--- config.mk ---
export PLATFORM = sky130hd
export DESIGN_NAME = bin_bcd_seq
export DESIGN_NICKNAME = d
export VERILOG_FILES = /design/src/rtl/bcd_pkg.sv /design/src/rtl/bcd_adj3.sv /design/src/rtl/bin_bcd_seq.sv
export SDC_FILE = /design/constraint.sdc
export NUM_CORES = 1
export LEC_CHECK = 0
export CELL_PAD_IN_SITES_DETAIL_PLACEMENT = 1
export CELL_PAD_IN_SITES_GLOBAL_PLACEMENT = 2
export CORE_AREA = 2 2 83 145
export DETAILED_ROUTE_END_ITERATION = 8
export DIE_AREA = 0 0 85 147
export MAX_ROUTING_LAYER = met4
export PLACE_DENSITY = 0.77
export SLEW_MARGIN = 15
export SYNTH_ARGS = -nofsm -noshare
export SYNTH_HDL_FRONTEND = slang
export SYNTH_HIERARCHICAL = 1
export SYNTH_SLANG_ARGS = --single-unit
--- constraint.sdc ---
create_clock -name CLK -period 3.15 [get_ports CLK]
set_input_delay 0.63 -clock CLK [delete_from_list [all_inputs] [get_ports CLK]]
set_output_delay 0.63 -clock CLK [all_outputs]
set_load 0.1 [all_outputs]
--- src/rtl/bcd_pkg.sv ---
// Shared types and constants for the sequential binary-to-BCD converter.
package bcd_pkg;

    // Converter control states.
    typedef enum logic [1:0] {
        ST_IDLE  = 2'd0,
        ST_SHIFT = 2'd1,
        ST_DONE  = 2'd2
    } state_t;

    // Saturation digit used when the result does not fit in the output digits.
    localparam logic [3:0] BCD_NINE = 4'h9;

    // Decimal digits needed to hold any bin_w-bit magnitude (log10(2) ~= 0.30103).
    function automatic int scratch_digits(input int bin_w);
        return (bin_w * 30103) / 100000 + 1;
    endfunction

endpackage

--- src/rtl/bcd_adj3.sv ---
// One double-dabble correction cell: a BCD digit above 4 gets 3 added so
// that the following left shift carries correctly into the next digit.
module bcd_adj3 (
    input  logic [3:0] digit,
    output logic [3:0] fixed
);

    // Digit is at most 9 here, so the +3 never wraps a nibble.
    always_comb begin
        fixed = (digit > 4'd4) ? digit + 4'd3 : digit;
    end

endmodule

--- src/rtl/bin_bcd_seq.sv ---
// Multi-cycle binary-to-BCD converter, one input bit per clock.
// Handshake: START is sampled only in IDLE or DONE; BUSY is high for the
// BIN_W shift cycles; DONE pulses for one cycle and BCD/NEG/OVF change on
// the same edge that raises DONE, then hold until the next DONE.
module bin_bcd_seq
    import bcd_pkg::*;
#(
    parameter int BIN_W  = 17,
    parameter int DIGITS = 5
) (
    input  logic                  CLK,
    input  logic                  RST,
    input  logic                  START,
    input  logic                  SIGNED,
    input  logic [BIN_W-1:0]      A,
    output logic                  BUSY,
    output logic                  DONE,
    output logic [4*DIGITS-1:0]   BCD,
    output logic                  NEG,
    output logic                  OVF
);

    localparam int SCR_D = scratch_digits(BIN_W);
    // Scratch view padded so the output slice exists even when DIGITS > SCR_D.
    localparam int EXT_D = (SCR_D > DIGITS) ? SCR_D : DIGITS;
    localparam int CNT_W = $clog2(BIN_W + 1);
    localparam logic [CNT_W-1:0] CNT_LOAD = CNT_W'(BIN_W);
    localparam logic [CNT_W-1:0] CNT_ONE  = CNT_W'(1);

    state_t               state_q;
    state_t               state_d;
    logic [4*SCR_D-1:0]   scr_q;
    logic [4*SCR_D-1:0]   scr_adj;
    logic [4*SCR_D-1:0]   scr_next;
    logic [BIN_W-1:0]     mag_q;
    logic [BIN_W-1:0]     mag_load;
    logic [CNT_W-1:0]     cnt_q;
    logic                 neg_q;
    logic                 load;
    logic                 last;
    logic [4*EXT_D-1:0]   scr_ext;
    logic                 ovf_c;
    logic [4*DIGITS-1:0]  bcd_c;

    // Per-digit add-3 correction ahead of each shift.
    for (genvar g = 0; g < SCR_D; g++) begin : g_adj
        bcd_adj3 u_adj (
            .digit (scr_q[4*g +: 4]),
            .fixed (scr_adj[4*g +: 4])
        );
    end

    // A new conversion is accepted only when not shifting.
    always_comb begin
        load     = START && ((state_q == ST_IDLE) || (state_q == ST_DONE));
        last     = (state_q == ST_SHIFT) && (cnt_q == CNT_ONE);
        mag_load = (SIGNED && A[BIN_W-1]) ? (~A) + {{(BIN_W-1){1'b0}}, 1'b1} : A;
        scr_next = {scr_adj[4*SCR_D-2:0], mag_q[BIN_W-1]};
    end

    // Result formatting from the scratch as it will be after the final shift.
    always_comb begin
        scr_ext                = '0;
        scr_ext[4*SCR_D-1:0]   = scr_next;
        ovf_c                  = 1'b0;
        for (int i = DIGITS; i < EXT_D; i++) begin
            ovf_c = ovf_c | (|scr_ext[4*i +: 4]);
        end
        bcd_c = ovf_c ? {DIGITS{BCD_NINE}} : scr_ext[4*DIGITS-1:0];
    end

    // State register.
    always_ff @(posedge CLK) begin
        if (RST) begin
            state_q <= ST_IDLE;
        end else begin
            state_q <= state_d;
        end
    end

    // Next-state logic: SHIFT lasts exactly BIN_W cycles; START there is dropped.
    always_comb begin
        state_d = state_q;
        case (state_q)
            ST_IDLE:  if (START) state_d = ST_SHIFT;
            ST_SHIFT: if (cnt_q == CNT_ONE) state_d = ST_DONE;
            ST_DONE:  state_d = START ? ST_SHIFT : ST_IDLE;
            default:  state_d = ST_IDLE;
        endcase
    end

    // Status outputs decoded from state, so BUSY and DONE are exclusive.
    always_comb begin
        BUSY = (state_q == ST_SHIFT);
        DONE = (state_q == ST_DONE);
    end

    // Datapath: load, shift-and-add-3 per cycle, register result on the last shift.
    always_ff @(posedge CLK) begin
        if (RST) begin
            scr_q <= '0;
            mag_q <= '0;
            cnt_q <= '0;
            neg_q <= 1'b0;
            BCD   <= '0;
            NEG   <= 1'b0;
            OVF   <= 1'b0;
        end else if (load) begin
            scr_q <= '0;
            mag_q <= mag_load;
            cnt_q <= CNT_LOAD;
            neg_q <= SIGNED & A[BIN_W-1];
        end else if (state_q == ST_SHIFT) begin
            scr_q <= scr_next;
            mag_q <= {mag_q[BIN_W-2:0], 1'b0};
            cnt_q <= cnt_q - CNT_ONE;
            if (last) begin
                BCD <= bcd_c;
                NEG <= neg_q;
                OVF <= ovf_c;
            end
        end
    end

endmodule

==> run_results.csv <==
group,metric,value,unit
grt,grt_pass1_wl,16900,µm
finish,synthToLayoutAreaGrowth,22.4,%
route,avgViaCountPerCell,5.28,
grt,grt_usage,17.6,%
critical_path,critPathKind,"primary input to flip-flop",
critical_path,path_delay_family,"simple AND/OR/NAND/NOR gates",
finish,drive_gt1_share,11.5,%
yosys,ys_warn_count,6,
timing,period_share,81.6,%
cts,hold_buffers,0,
route,dr_total_vias,3387,
critical_path,path_buf_inv,2,
hold_path,hold_path_depth,2,
place,placement.io_buffers,44,
grt,grt_start_max_net_pins,44,
timing,clock.fmax,0.389,GHz
route,routed_wl,10200,µm
flow_run,maxCapViolations,0,
critical_path,cp_max_fo,4,
hold_path,hold_end,"NEG",
timing,hold_viol,0,
critical_path,cpPeakStageDelay,0.49,ns
route,drc,0,
cts,post-cts-setup-buffer-count,0,
yosys,synth_fp_nets,500,
grt,grt_overflow,0,
finish,diodes,0,
critical_path,reg2reg_depth,9,
timing,setup_tns,0,ns
timing,drv_slew,0,
critical_path,r2r_slack,0.63,ns
critical_path,start_kind,"primary input",
cts,ctsResizeCount,0,
die,dieArea,12500,µm²
power,worst_ir_drop_vdd,0.302,mV
grt,grt_pass1_vias,3514,
finish,fin_nets,537,
place,place_inst,625,
timing,finalSetupViolCount,0,
cts,cts_buffers,9,
cts,cts.sinks,71,
timing,slew-limit-headroom,59.6,%
critical_path,timing.rr.end,"BCD[0]",
die,core_area,11400,µm²
route,drt_iter0_markers,85,
timing,clock_skew,0.00757,ns
hold_path,worstHoldStart,"neg_q",
place,pre_cts_slack,0.230,ns
timing,worst_slack,0.581,ns
timing,tightest_slew,0.604,ns
yosys,syn_avg_cell_area,7.87,µm²
critical_path,cp_cell_sequence,"clkdlybuf4s50_1 > inv_1 > ha_1 > or4b_1 > or4_1 > o311a_1 > nor4_2",
cts,path_clk_slew,0.06,ns
cts,clkLatencyLatePin,0.34,ns
finish,fin_util,39.2,%
yosys,syn_area,3650,µm²
outcome,status,"finished, final reports clean",
critical_path,rr_startpoint,"scr_q[20]",
cts,cts_tree,"built",
place,gp_congestion,0.755,
critical_path,cp.required,3.40,ns
timing,post-route-min-period,2.57,ns
cts,htreeDepth,3,
die,die_h,147,µm
cts,clockBufferDepth,2,
grt,antenna_found_initial,0,
timing,rsz0062_at_grt,"false",
hold_path,holdCritPathClass,"flip-flop to flip-flop",
power,leakage,1.73,nW
critical_path,cp_slowest_cell,"or4b_1",
die,rows,52,
place,hpwl,7420,µm
critical_path,worstSetupEndpointType,"flip-flop",
die,start_util,32.1,%
route,drt_first_pass_iters,4,
critical_path,crit_arrival,2.82,ns
yosys,postSynthCellCount,464,
cts,cts_root_buffer,"clkbuf_16",
route,detail_route.wl_per_cell,16.0,µm
finish,final_cells,641,
power,p_per_area,510,nW/µm²
die,io_pins,45,
route,ant_nets,0,
die,die_x,85,µm
[layout make-up]
cell class / instances / area, µm²
fillers: 1399 / 6920
multi-input cells: 342 / 2040
flip-flops and latches: 71 / 1420
repair buffers: 54 / 468
clock buffers: 12 / 256
well taps: 135 / 169
inverters: 23 / 86.3
clock inverters: 4 / 30.0
[power breakdown]
group | leakage, nW | internal [W] | switching (W) | total (W)
sequential | 0.577 | 0.000937 | 0.0000242 | 0.000961
clock | 0.139 | 0.000577 | 0.000394 | 0.000971
combinational | 1.02 | 0.000112 | 0.000234 | 0.000346
[routing by layer]
metal  share of wire (%)  GRT usage [%]
met4                 1.3           6.19
met3                 3.3           3.65
met2                  57           33.5
met1                  39           17.1
met5                   0              -
[cell usage in the layout, fill, tap and decap left out, types with 4 or more instances in the layout]
| cell | count |
|---|---|
| o21ai_1 | 8 |
| mux2i_1 | 11 |
| a21o_1 | 6 |
| inv_1 | 22 |
| nor3_1 | 22 |
| a31o_1 | 4 |
| o21ai_0 | 13 |
| clkdlybuf4s50_1 | 20 |
| o41ai_1 | 4 |
| a21oi_1 | 37 |
| a22oi_1 | 10 |
| a21oi_2 | 6 |
| xnor2_1 | 10 |
| and3_1 | 5 |
| nand2_1 | 75 |
| o22ai_1 | 4 |
| ha_1 | 15 |
| xor2_1 | 7 |
| or4_1 | 6 |
| buf_4 | 33 |
| nor4_1 | 5 |
| clkbuf_16 | 9 |
| dfxtp_1 | 71 |
| nand2b_1 | 9 |
| nand3_1 | 4 |
| nor2_1 | 43 |
| nor2b_1 | 8 |
[tightest hold or removal path, cell delays in order (launching register included)]
cell,delay [ns]
dfxtp_1,0.31
nand2_1,0.05
a21oi_1,0.05
[worst max path at each step]
stage | startpoint | end | slack, ns | cells past startpoint
after detailed placement | A[0] | mag_q[16] | 0.23 | 7
after floorplan | state_q[0] | BUSY | 0.47 | 5
after CTS | scr_q[20] | BCD[0] | 0.53 | 9
after global routing | scr_q[20] | BCD[0] | 0.34 | 9
after global placement | A[0] | mag_q[16] | 0.31 | 7
final | A[0] | mag_q[16] | 0.58 | 7
[metrics by stage]
| stage | hold WS [ns] | total power [W] | instance area (µm²) |
|---|---|---|---|
| finish | 0.453 | 0.00228 | 4470 |
| global route | 0.483 | 0.00238 | 4470 |
| CTS | 0.458 | 0.00232 | 4470 |
| detailed placement | 0.450 | 0.00133 | 4180 |
| global placement | 0.447 | 0.00133 | 4180 |
| floorplan | 0.432 | 0.00121 | 3650 |
[registers in the layout, indices dropped and copies added, names as in the netlist]
| name | flops |
|---|---|
| cnt_q | 5 |
| scr_q | 24 |
| state_q | 2 |
| NEG | 1 |
| BCD | 20 |
| neg_q | 1 |
| OVF | 1 |
| mag_q | 17 |
Note: power is estimated with default switching activity, not from simulation.
